$ cat config.mk
export PLATFORM = sky130hd
export DESIGN_NAME = miniled_scan_shifter
export DESIGN_NICKNAME = d
export VERILOG_FILES = /design/src/rtl/miniled_scan_shifter.sv
export SDC_FILE = /design/constraint.sdc
export NUM_CORES = 1
export LEC_CHECK = 0
export ABC_AREA = 1
export CAP_MARGIN = 20
export CORE_MARGIN = 2
export CORE_UTILIZATION = 60
export CTS_CLUSTER_SIZE = 40
export DETAILED_ROUTE_END_ITERATION = 6
export MAX_ROUTING_LAYER = met4
export PLACE_DENSITY = 0.88
export SYNTH_ARGS = -nofsm -noshare
export SYNTH_HDL_FRONTEND = slang
export SYNTH_SLANG_ARGS = --single-unit
export TNS_END_PERCENT = 100
$ cat constraint.sdc
create_clock -name I_clk -period 13.3 [get_ports I_clk]
set_input_delay 3.99 -clock I_clk [delete_from_list [all_inputs] [get_ports I_clk]]
set_output_delay 3.99 -clock I_clk [all_outputs]
set_load 0.01 [all_outputs]
$ cat src/rtl/miniled_scan_shifter.sv
// Serial shift engine for daisy-chained constant-current MiniLED drivers.
// Each frame it reads zone grey levels from a synchronous RAM and scales them by a
// global brightness. It shifts them MSB-first on SDI/DCLK, latches with LE, blanks
// all scans, then drives the one-hot scan line of the line just latched.
module miniled_scan_shifter #(
    parameter int CHIPS    = 4,
    parameter int CH       = 16,
    parameter int SCAN     = 4,
    parameter int GRAY_W   = 16,
    parameter int CLK_DIV  = 2,
    parameter int LE_W     = 4,
    parameter int DEAD     = 8,
    parameter int GCLK_DIV = 1,
    parameter int ADDR_W   = $clog2(SCAN * CHIPS * CH)
) (
    input  logic              I_clk,
    input  logic              I_rst_n,
    input  logic              I_frame_start,
    input  logic [7:0]        I_bright,
    output logic              O_rd_en,
    output logic [ADDR_W-1:0] O_rd_addr,
    input  logic [GRAY_W-1:0] I_rd_data,
    output logic              O_busy,
    output logic              O_frame_done,
    output logic              DCLK,
    output logic              SDI,
    output logic              LE,
    output logic              GCLK,
    output logic [SCAN-1:0]   O_scan
);

    localparam int WPL     = CHIPS * CH;
    localparam int LINE_W  = (SCAN > 1) ? $clog2(SCAN) : 1;
    localparam int K_W     = (WPL > 1) ? $clog2(WPL) : 1;
    localparam int BIT_W   = (GRAY_W > 1) ? $clog2(GRAY_W) : 1;
    localparam int DIV_W   = (CLK_DIV > 0) ? $clog2(2 * CLK_DIV) : 1;
    localparam int CNT_MAX = (LE_W > DEAD) ? LE_W : DEAD;
    localparam int CNT_W   = (CNT_MAX > 1) ? $clog2(CNT_MAX) : 1;
    localparam int GDIV_W  = (GCLK_DIV > 1) ? $clog2(GCLK_DIV) : 1;

    localparam logic [K_W-1:0]    K_LAST    = K_W'(WPL - 1);
    localparam logic [LINE_W-1:0] LINE_LAST = LINE_W'(SCAN - 1);
    localparam logic [BIT_W-1:0]  BIT_LAST  = BIT_W'(GRAY_W - 1);
    localparam logic [DIV_W-1:0]  DIV_LAST  = DIV_W'(2 * CLK_DIV - 1);
    localparam logic [CNT_W-1:0]  LE_LAST   = CNT_W'(LE_W - 1);
    localparam logic [CNT_W-1:0]  DEAD_LAST = CNT_W'(DEAD - 1);
    localparam logic [GDIV_W-1:0] GDIV_LAST = GDIV_W'(GCLK_DIV - 1);

    typedef enum logic [2:0] {
        S_IDLE  = 3'd0,
        S_FETCH = 3'd1,
        S_CAPT  = 3'd2,
        S_SHIFT = 3'd3,
        S_LATCH = 3'd4,
        S_BLANK = 3'd5
    } state_t;

    // RAM word address of slot k on a given scan line.
    function automatic logic [ADDR_W-1:0] addr_of(input logic [LINE_W-1:0] line,
                                                  input logic [K_W-1:0]    k);
        return ADDR_W'(line) * ADDR_W'(WPL) + ADDR_W'(k);
    endfunction

    // Brightness scaling: (data * (bright + 1)) >> 8, so 255 is identity.
    function automatic logic [GRAY_W-1:0] scale(input logic [GRAY_W-1:0] data,
                                                input logic [7:0]        bright);
        logic [GRAY_W+8:0] prod;
        prod = {9'd0, data} * {{GRAY_W{1'b0}}, ({1'b0, bright} + 9'd1)};
        return GRAY_W'(prod >> 8);
    endfunction

    state_t              state_q;
    logic [LINE_W-1:0]   line_q;
    logic [K_W-1:0]      k_q;
    logic [BIT_W-1:0]    bit_q;
    logic [DIV_W-1:0]    div_q;
    logic [CNT_W-1:0]    cnt_q;
    logic [GRAY_W-1:0]   sh_q;
    logic [7:0]          bright_q;
    logic                pend_q;
    logic                rd_en_q;
    logic [ADDR_W-1:0]   rd_addr_q;
    logic                busy_q;
    logic                done_q;
    logic                dclk_q;
    logic                sdi_q;
    logic                le_q;
    logic [SCAN-1:0]     scan_q;
    logic                gclk_q;
    logic [GDIV_W-1:0]   gdiv_q;
    logic [GRAY_W-1:0]   scaled_d;
    logic                blank_next_d;

    assign scaled_d = scale(I_rd_data, bright_q);

    // Flags cycles whose successor is a BLANK cycle, so GCLK can be registered low there.
    always_comb begin
        blank_next_d = 1'b0;
        if ((state_q == S_LATCH) && (cnt_q == LE_LAST)) begin
            blank_next_d = 1'b1;
        end else if ((state_q == S_BLANK) && (cnt_q != DEAD_LAST)) begin
            blank_next_d = 1'b1;
        end else begin
            blank_next_d = 1'b0;
        end
    end

    // Frame sequencer: word fetch, bit-serial shift, latch, blanking and scan drive.
    always_ff @(posedge I_clk or negedge I_rst_n) begin
        if (!I_rst_n) begin
            state_q   <= S_IDLE;
            line_q    <= {LINE_W{1'b0}};
            k_q       <= {K_W{1'b0}};
            bit_q     <= {BIT_W{1'b0}};
            div_q     <= {DIV_W{1'b0}};
            cnt_q     <= {CNT_W{1'b0}};
            sh_q      <= {GRAY_W{1'b0}};
            bright_q  <= 8'hFF;
            pend_q    <= 1'b0;
            rd_en_q   <= 1'b0;
            rd_addr_q <= {ADDR_W{1'b0}};
            busy_q    <= 1'b0;
            done_q    <= 1'b0;
            dclk_q    <= 1'b0;
            sdi_q     <= 1'b0;
            le_q      <= 1'b0;
            scan_q    <= {SCAN{1'b0}};
        end else begin
            rd_en_q <= 1'b0;
            done_q  <= 1'b0;
            // A start request during a frame is remembered once and never aborts it.
            if (I_frame_start && (state_q != S_IDLE)) begin
                pend_q <= 1'b1;
            end
            case (state_q)
                S_IDLE: begin
                    if (I_frame_start) begin
                        bright_q  <= I_bright;
                        line_q    <= {LINE_W{1'b0}};
                        k_q       <= K_LAST;
                        rd_en_q   <= 1'b1;
                        rd_addr_q <= addr_of({LINE_W{1'b0}}, K_LAST);
                        busy_q    <= 1'b1;
                        state_q   <= S_FETCH;
                    end
                end
                S_FETCH: begin
                    state_q <= S_CAPT;
                end
                S_CAPT: begin
                    sh_q    <= scaled_d;
                    sdi_q   <= scaled_d[GRAY_W-1];
                    bit_q   <= BIT_LAST;
                    div_q   <= {DIV_W{1'b0}};
                    dclk_q  <= 1'b0;
                    state_q <= S_SHIFT;
                end
                S_SHIFT: begin
                    if (div_q == DIV_LAST) begin
                        div_q  <= {DIV_W{1'b0}};
                        dclk_q <= 1'b0;
                        if (bit_q != {BIT_W{1'b0}}) begin
                            bit_q <= bit_q - BIT_W'(1);
                            sh_q  <= {sh_q[GRAY_W-2:0], 1'b0};
                            sdi_q <= sh_q[GRAY_W-2];
                        end else if (k_q != {K_W{1'b0}}) begin
                            k_q       <= k_q - K_W'(1);
                            rd_en_q   <= 1'b1;
                            rd_addr_q <= addr_of(line_q, k_q - K_W'(1));
                            state_q   <= S_FETCH;
                        end else begin
                            le_q    <= 1'b1;
                            scan_q  <= {SCAN{1'b0}};
                            cnt_q   <= {CNT_W{1'b0}};
                            state_q <= S_LATCH;
                        end
                    end else begin
                        div_q  <= div_q + DIV_W'(1);
                        dclk_q <= ((div_q + DIV_W'(1)) >= DIV_W'(CLK_DIV));
                    end
                end
                S_LATCH: begin
                    if (cnt_q == LE_LAST) begin
                        le_q    <= 1'b0;
                        cnt_q   <= {CNT_W{1'b0}};
                        state_q <= S_BLANK;
                    end else begin
                        cnt_q <= cnt_q + CNT_W'(1);
                    end
                end
                S_BLANK: begin
                    if (cnt_q == DEAD_LAST) begin
                        cnt_q  <= {CNT_W{1'b0}};
                        scan_q <= SCAN'(1'b1) << line_q;
                        if (line_q != LINE_LAST) begin
                            line_q    <= line_q + LINE_W'(1);
                            k_q       <= K_LAST;
                            rd_en_q   <= 1'b1;
                            rd_addr_q <= addr_of(line_q + LINE_W'(1), K_LAST);
                            state_q   <= S_FETCH;
                        end else begin
                            done_q <= 1'b1;
                            // A start arriving on this very cycle counts as pending.
                            if (pend_q || I_frame_start) begin
                                pend_q    <= 1'b0;
                                bright_q  <= I_bright;
                                line_q    <= {LINE_W{1'b0}};
                                k_q       <= K_LAST;
                                rd_en_q   <= 1'b1;
                                rd_addr_q <= addr_of({LINE_W{1'b0}}, K_LAST);
                                state_q   <= S_FETCH;
                            end else begin
                                busy_q  <= 1'b0;
                                state_q <= S_IDLE;
                            end
                        end
                    end else begin
                        cnt_q <= cnt_q + CNT_W'(1);
                    end
                end
                default: begin
                    busy_q  <= 1'b0;
                    state_q <= S_IDLE;
                end
            endcase
        end
    end

    // Free-running GCLK divider, held low with a cleared divider throughout BLANK.
    always_ff @(posedge I_clk or negedge I_rst_n) begin
        if (!I_rst_n) begin
            gclk_q <= 1'b0;
            gdiv_q <= {GDIV_W{1'b0}};
        end else if (blank_next_d) begin
            gclk_q <= 1'b0;
            gdiv_q <= {GDIV_W{1'b0}};
        end else if (gdiv_q == GDIV_LAST) begin
            gclk_q <= ~gclk_q;
            gdiv_q <= {GDIV_W{1'b0}};
        end else begin
            gdiv_q <= gdiv_q + GDIV_W'(1);
        end
    end

    assign O_rd_en      = rd_en_q;
    assign O_rd_addr    = rd_addr_q;
    assign O_busy       = busy_q;
    assign O_frame_done = done_q;
    assign DCLK         = dclk_q;
    assign SDI          = sdi_q;
    assign LE           = le_q;
    assign GCLK         = gclk_q;
    assign O_scan       = scan_q;

endmodule
==> results of run 1 <==
-- final timing paths --
check,slack [ps],startpoint,to
max,4900,I_rd_data[11],sh_q[14]$_DFFE_PN0P_
min,460,GCLK$_DFF_PN0_,GCLK$_DFF_PN0_
max reg2reg,7340,bright_q[1]$_DFFE_PN1P_,sh_q[11]$_DFFE_PN0P_
min reg2reg,460,GCLK$_DFF_PN0_,GCLK$_DFF_PN0_
max in group asynchronous,8980,I_rst_n,sh_q[0]$_DFFE_PN0P_
min in group asynchronous,3820,I_rst_n,k_q[3]$_DFFE_PN0P_
-- state kept, by name, summed over array words and instances (netlist names), 2 cells and up --
signal / cells
cnt_q: 3
O_scan: 4
O_rd_addr: 8
bit_q: 4
k_q: 6
sh_q: 15
line_q: 2
state_q: 3
div_q: 2
bright_q: 8
-- worst max-delay path: stages --
cell	delay (ps)
clkdlybuf4s50_1	510
inv_1	220
nor2_1	100
fa_1	540
inv_1	60
fa_1	530
inv_1	50
fa_1	530
inv_1	50
fa_1	530
inv_1	40
ha_1	380
nand2_1	100
inv_1	100
nand3_1	120
nor2_1	210
nand3_1	190
nand4_1	140
nand3_1	90
nand2_1	80
nand2_1	50
-- final cells by class --
class                   instances  area (um^2)
clock buffers                  12        246.5
clock inverters                 4        25.02
fillers                      1000         4051
inverters                     216        823.3
multi-input cells             694         5082
flip-flops and latches         62         1562
well taps                     172        215.2
repair buffers                 47        460.4
-- where the power goes --
part	total (uW)	internal [uW]	switching [uW]
combinational	536	195	341
sequential	201	197	4.76
clock	210	130	80.2
total	948	522	426
-- placed cells by master, fill, tap and decap left out, types with 3 or more instances in the layout --
cell / netlist / layout
a21o_1: 5 / 5
a21oi_1: 37 / 37
a31oi_1: 4 / 4
clkbuf_16: 0 / 9
clkdlybuf4s50_1: 0 / 44
dfrtp_1: 54 / 54
dfstp_2: 8 / 8
fa_1: 97 / 97
ha_1: 51 / 51
inv_1: 209 / 209
inv_2: 3 / 3
inv_4: 3 / 3
mux2_4: 3 / 3
nand2_1: 221 / 221
nand2_4: 3 / 3
nand3_1: 36 / 36
nand4_1: 5 / 5
nor2_1: 144 / 144
nor3_1: 10 / 10
o21ai_0: 36 / 36
o21ai_1: 7 / 7
o22ai_1: 3 / 3
xnor2_1: 3 / 3
xor2_1: 6 / 6
-- cells in the mapped netlist (2+ instances only) --
| cell | number | area share (%) |
|---|---|---|
| o21ai_1 | 7 | 0.46 |
| dfrtp_1 | 54 | 18 |
| dfstp_2 | 8 | 2.8 |
| inv_4 | 3 | 0.25 |
| inv_2 | 3 | 0.15 |
| nand2_4 | 3 | 0.45 |
| nand4_1 | 5 | 0.41 |
| nor4_1 | 2 | 0.17 |
| nand3_1 | 36 | 2.4 |
| xnor2_1 | 3 | 0.35 |
| o21ai_2 | 2 | 0.23 |
| ha_1 | 51 | 8.4 |
| buf_2 | 3 | 0.20 |
| nor2_8 | 2 | 0.53 |
| o21bai_1 | 2 | 0.20 |
| mux2_4 | 3 | 0.60 |
| clkbuf_1 | 11 | 0.55 |
| nand3b_1 | 2 | 0.20 |
| a31oi_1 | 4 | 0.33 |
| a21oi_1 | 37 | 2.4 |
| o22ai_1 | 3 | 0.25 |
| nor3_1 | 10 | 0.66 |
| a21o_1 | 5 | 0.50 |
| nand2_1 | 221 | 11 |
| nand2_2 | 2 | 0.17 |
| o211ai_1 | 2 | 0.20 |
| inv_1 | 209 | 10 |
| fa_1 | 97 | 26 |
| nor2_1 | 144 | 7.1 |
| o21ai_0 | 36 | 2.4 |
| xor2_1 | 6 | 0.70 |
-- metrics by stage --
step | setup WS (ps) | instances | cell area (um^2)
3_3_place_gp | 4670 | 1191 | 8143
4_1_cts | 4954 | 1207 | 8414
2_1_floorplan | 5578 | 990 | 7561
6_report | 4897 | 1207 | 8414
3_5_place_dp | 4641 | 1191 | 8143
5_1_grt | 4622 | 1207 | 8414
-- cells by family (layout without fill, tap and decap cells) --
logic type / count (synthesis) / in the layout / synth area share (%)
DFF: 62 / 62 / 20.65
buffers and inverters: 234 / 279 / 12.13
muxes: 3 / 3 / 0.5957
AOI/OAI and AO/OA: 103 / 103 / 7.695
and+or+nand+nor: 431 / 431 / 23.76
adders and majority gates: 148 / 148 / 34.12
xor gates and xnor gates: 9 / 9 / 1.043
-- layer usage --
layer	wire length (um)	global-route usage (%)	vias to the layer above
met4	320	7.381	0
met5	0	-	-
met2	8726	48.45	246
met3	1103	6.175	38
met1	7381	36.88	3110
li1	-	-	3067
==> metrics.csv, run 1 <==
stage,metric,value,unit
clock_tree,clk-insertion-delay-late,330,ps
synthesis,synth_ff_type,dfrtp_1,
clock_tree,hold_buffers,0,
grt,grt_pass1_vias,6628,
grt,grt_pass1_wl,30.33,mm
power_and_ir_drop,p_leak,0.004520,uW
grt,antenna_found_initial,0,
worst_setup_path,rr_worst_depth,27,
grt,grt-ovfl-total,0,
worst_setup_path,start_kind,input port,
timing,period_needed,8403,ps
worst_setup_path,crit_path_max_fanout,5,
floorplanning,coreArea,12470,um^2
worst_setup_path,crit_type,input port to flop,
clock_tree,clk_path_buf_depth,2,
routing,dr_total_vias,6461,
synthesis,syn_inst,990,
timing,finClkSkew,6.911,ps
synthesis,ys_warn_count,0,
final_layout,nNetsFinal,1205,
clock_tree,htreeDepth,3,
grt,track_usage,29.22,%
routing,drc_errors,0,
clock_tree,cts_tree,yes,
synthesis,ys_seq_elements,62,
floorplanning,die_w,116.3,um
routing,firstDrtPassIters,6,
clock_tree,clock-sinks,62,
floorplanning,rows,41,
worst_setup_path,worstPathRequired,13510,ps
place,gp_congestion,0.9547,
hold_path,min_path_cells,1,
power_and_ir_drop,power_density,112.6,nW/um^2
clock_tree,path_clk_slew,50,ps
timing,tns,0,ps
routing,routedWlPerCell,14.52,um
synthesis,synth_edf_count,0,
synthesis,syn_avg_cell_area,7.637,um^2
timing,rsz0062_at_grt,no,
floorplanning,fp.dieArea,13520,um^2
place,dp_hpwl,13.89,mm
synthesis,synthArstFlopShare,100.0,%
run_status,status,finished clean,
clock_tree,post_cts_resized,0,
final_layout,fin_util,67.50,%
floorplanning,start_util,60.65,%
flow_run,max-cap-violations,0,
floorplanning,die_y,116.3,um
grt,grt_max_degree,63,
clock_tree,cts_buffers,9,
clock_tree,cts_setup_buffers,0,
routing,vias_per_cell,5.353,
power_and_ir_drop,irDropWorstVdd,0.08945,mV
routing,ant_nets,0,
timing,hold_viol_final,0,
timing,drv_slew,0,
synthesis,yosysSeqAreaShare,20.65,%
timing,hold_slack,460.7,ps
worst_setup_path,worstSetupEndpointType,flop,
timing,slew_headroom,46.77,%
floorplanning,io_pins,46,
synthesis,synth_fp_nets,1165,
final_layout,antenna_cells,0,
timing,worst_slew_pin_slew,796.5,ps
place,io_buffers,45,
power_and_ir_drop,total_power,947.7,uW
final_layout,drive_above_1_share,4.928,%
routing,drt-total-wl,17.53,mm
clock_tree,cts_root_buffer,clkbuf_16,
synthesis,syn_area,7561,um^2
worst_setup_path,crit_arrival,8620,ps
synthesis,yosys.cell_types.count,45,
hold_path,worstHoldPathType,flop to flop,
timing,min_period_over_period,63.18,%
timing,setup_violations,0,
routing,drt_iter0_markers,571,
timing,fmax,119.0,MHz
final_layout,syn2layout_area_growth,11.29,%
Power figures use the tool's default switching activity.
==> inputs of run 2 (changes only) <==
Settings changed: CORE_UTILIZATION 60 to 56, PLACE_DENSITY 0.88 to 0.87.
Clock period 13.3 ns to 7.4 ns, I/O delays scaled along.
==> run 2 against run 1 <==
  * Register-to-register slack worse by 5900 ps
  * Wire length is 2.1% higher
  * Cell area is 0.19% higher
  * Cell count is 0.33% higher
  * Critical path type unchanged
==> metrics.csv, run 2 (synthesis results as in run 1) <==
stage,metric,value,unit,change
floorplanning,start_util,57.32,%,-3.3 points
power_and_ir_drop,combPwrFrac,55.8,%,-0.7 points
final_layout,syn2layout_area_growth,11.50,%,
worst_setup_path,path_buf_inv,4,,-3
floorplanning,coreArea,13190,um^2,+5.8%
routing,drt_iter0_markers,467,,-18%
power_and_ir_drop,power_density,203.8,nW/um^2,+81%
worst_setup_path,crit_arrival,6910,ps,-1710 ps
final_layout,largest_reg_flops,15,,unchanged
worst_setup_path,crit_type,input port to flop,,
place,dpl_cell_area,8148,um^2,about the same
place,dp_hpwl,14.30,mm,+3.0%
worst_setup_path,start_kind,input port,,
grt,grt_pass1_vias,6673,,+0.68%
power_and_ir_drop,switchingPower,760.5,uW,+79%
worst_setup_path,crit_family,adder cells,,
final_layout,nNetsFinal,1205,,unchanged
clock_tree,cts_root_buffer,clkbuf_16,,
routing,ant_nets,0,,unchanged
floorplanning,die_y,120.2,um,+3.4%
run_status,status,finished clean,,
final_layout,fillCellCount,1064,,+6.4%
worst_setup_path,max_stage_delay,630,ps,+90 ps
place,io_buffers,45,,unchanged
routing,firstDrtPassIters,7,,+1
place,gp_congestion,0.9274,,-2.9%
clock_tree,clk-insertion-delay-late,330,ps,about the same
grt,antenna_found_initial,0,,unchanged
timing,drv_slew,0,,unchanged
final_layout,antenna_cells,0,,unchanged
final_layout,layout.area.seq,1562,um^2,unchanged
final_layout,finish.instance_area,8431,um^2,+0.19%
flow_run,max-cap-violations,0,,unchanged
grt,grt_max_degree,63,,unchanged
timing,worst_slew_pin_slew,808.7,ps,+12.14 ps
timing,hold_viol_final,0,,unchanged
grt,track_usage,27.57,%,-1.6 points
floorplanning,rows,42,,+2.4%
clock_tree,clk_path_buf_depth,2,,unchanged
timing,finClkSkew,8.173,ps,+1.262 ps
power_and_ir_drop,irDropWorstVdd,0.1373,mV,+53%
grt,grt-ovfl-total,0,,unchanged
timing,tns,0,ps,unchanged
worst_setup_path,worstPathRequired,7610,ps,-5900 ps
worst_setup_path,cp_cell_sequence,"clkdlybuf4s50_1, inv_1, nor2_1, fa_1, fa_1, fa_1, inv_1, fa_1, inv_1, ha_1, a21oi_1, o21ai_0, a21oi_1, nand2_1, nand2_1, nand2_1, nand2_1, nand3_1, nand2_1, nand2_1",,
timing,fmax,149.3,MHz,
clock_tree,cts_buffers,9,,unchanged
floorplanning,fp.dieArea,14450,um^2,+6.9%
power_and_ir_drop,intPower,957.3,uW,+83%
clock_tree,clock-sinks,62,,unchanged
power_and_ir_drop,switching_share,44.27,%,-0.68 points
clock_tree,cts_tree,yes,,
routing,drt-total-wl,17.91,mm,+2.1%
final_layout,drive_above_1_share,4.831,%,-0.097 points
power_and_ir_drop,clock_power_share,23.0,%,+0.8 points
timing,slew_headroom,45.96,%,-0.81 points
power_and_ir_drop,total_power,1718,uW,+81%
timing,min_period_over_period,90.50,%,
worst_setup_path,worstSetupEndpointType,flop,,
clock_tree,cts_setup_buffers,0,,unchanged
final_layout,mostFrequentLayoutCells,"nand2_1 (221), inv_1 (209), nor2_1 (144)",,
clock_tree,hold_buffers,0,,unchanged
worst_setup_path,crit_path_max_fanout,6,,+1
clock_tree,post_cts_resized,0,,unchanged
power_and_ir_drop,seq_power_share,21.1,%,about the same
hold_path,worstHoldPathType,flop to flop,,
final_layout,final_cells,1211,,+0.33%
timing,period_needed,6697,ps,
final_layout,fin_util,63.92,%,-3.6 points
timing,rsz0062_at_grt,no,,
worst_setup_path,crit_slowest_cell,clkdlybuf4s50_1,,
grt,grt_pass1_wl,30.90,mm,+1.9%
worst_setup_path,path_common_cell,nand2_1,,
timing,setup_violations,0,,unchanged
final_layout,regMostFlops,sh_q,,
routing,drc_errors,0,,unchanged
clock_tree,htreeDepth,3,,unchanged
clock_tree,path_clk_slew,50,ps,about the same
floorplanning,io_pins,46,,unchanged
routing,routedWlPerCell,14.79,um,+1.8%
power_and_ir_drop,p_leak,0.004532,uW,+0.25%
final_layout,multi_input_area,5082,um^2,unchanged
routing,dr_total_vias,6476,,+0.23%
final_layout,layout_commonest_cell,nand2_1,,
routing,vias_per_cell,5.348,,about the same
place,dp.cells,1195,,+0.34%
floorplanning,die_w,120.2,um,+3.4%
run 2: cell types whose count changed in the layout (fill, tap and decap cells not counted), sizes merged:
| cell | before | now |
|---|---|---|
| clkbuf | 12 | 15 |
| clkinv | 2 | 1 |
| clkinvlp | 2 | 0 |
run 2: cell type report:
class	count	share of cell area, %
sequential	62	18.52
clock inverter	1	0.05936
timing repair buffer	47	5.462
inverter	216	9.766
clock buffer	15	3.295
tap	176	2.612
multi-input combinational	694	60.28
run 2: layer usage:
layer,up-vias,track usage (%),routed length [um]
met5,-,-,0
met4,0,8.235,531
met3,45,4.811,914
met2,201,46.66,9005
met1,3164,34.10,7455
li1,3066,-,-
run 2: power by group through the flow:
stage,combinational (uW),clock [uW],sequential (uW)
after CTS,954,399,363
after global routing,1110,415,364
after detailed placement,947,0,367
after global placement,930,0,367
final,959,396,363
after floorplan,716,0,366
run 2: final timing paths:
| kind | endpoint | slack (ps) | depth (start not counted) | from |
|---|---|---|---|---|
| worst max-delay path | sh_q[11]$_DFFE_PN0P_ | 700 | 20 | I_rd_data[3] |
| worst min-delay path | GCLK$_DFF_PN0_ | 450 | 1 | GCLK$_DFF_PN0_ |
| worst max register to register | sh_q[11]$_DFFE_PN0P_ | 1410 | 27 | bright_q[1]$_DFFE_PN1P_ |
| worst min register to register | GCLK$_DFF_PN0_ | 450 | 1 | GCLK$_DFF_PN0_ |
| max in group asynchronous | line_q[0]$_DFFE_PN0P_ | 4830 | 2 | I_rst_n |
| min in group asynchronous | k_q[0]$_DFFE_PN0P_ | 2060 | 2 | I_rst_n |
run 2: through the flow:
stage               setup WS, ps  hold WS (ps)
global route               422.3         482.6
finish                     703.3         451.0
global placement           437.8         435.7
CTS                        752.3         454.5
detailed placement         426.6         438.9
floorplan                   1448         443.7
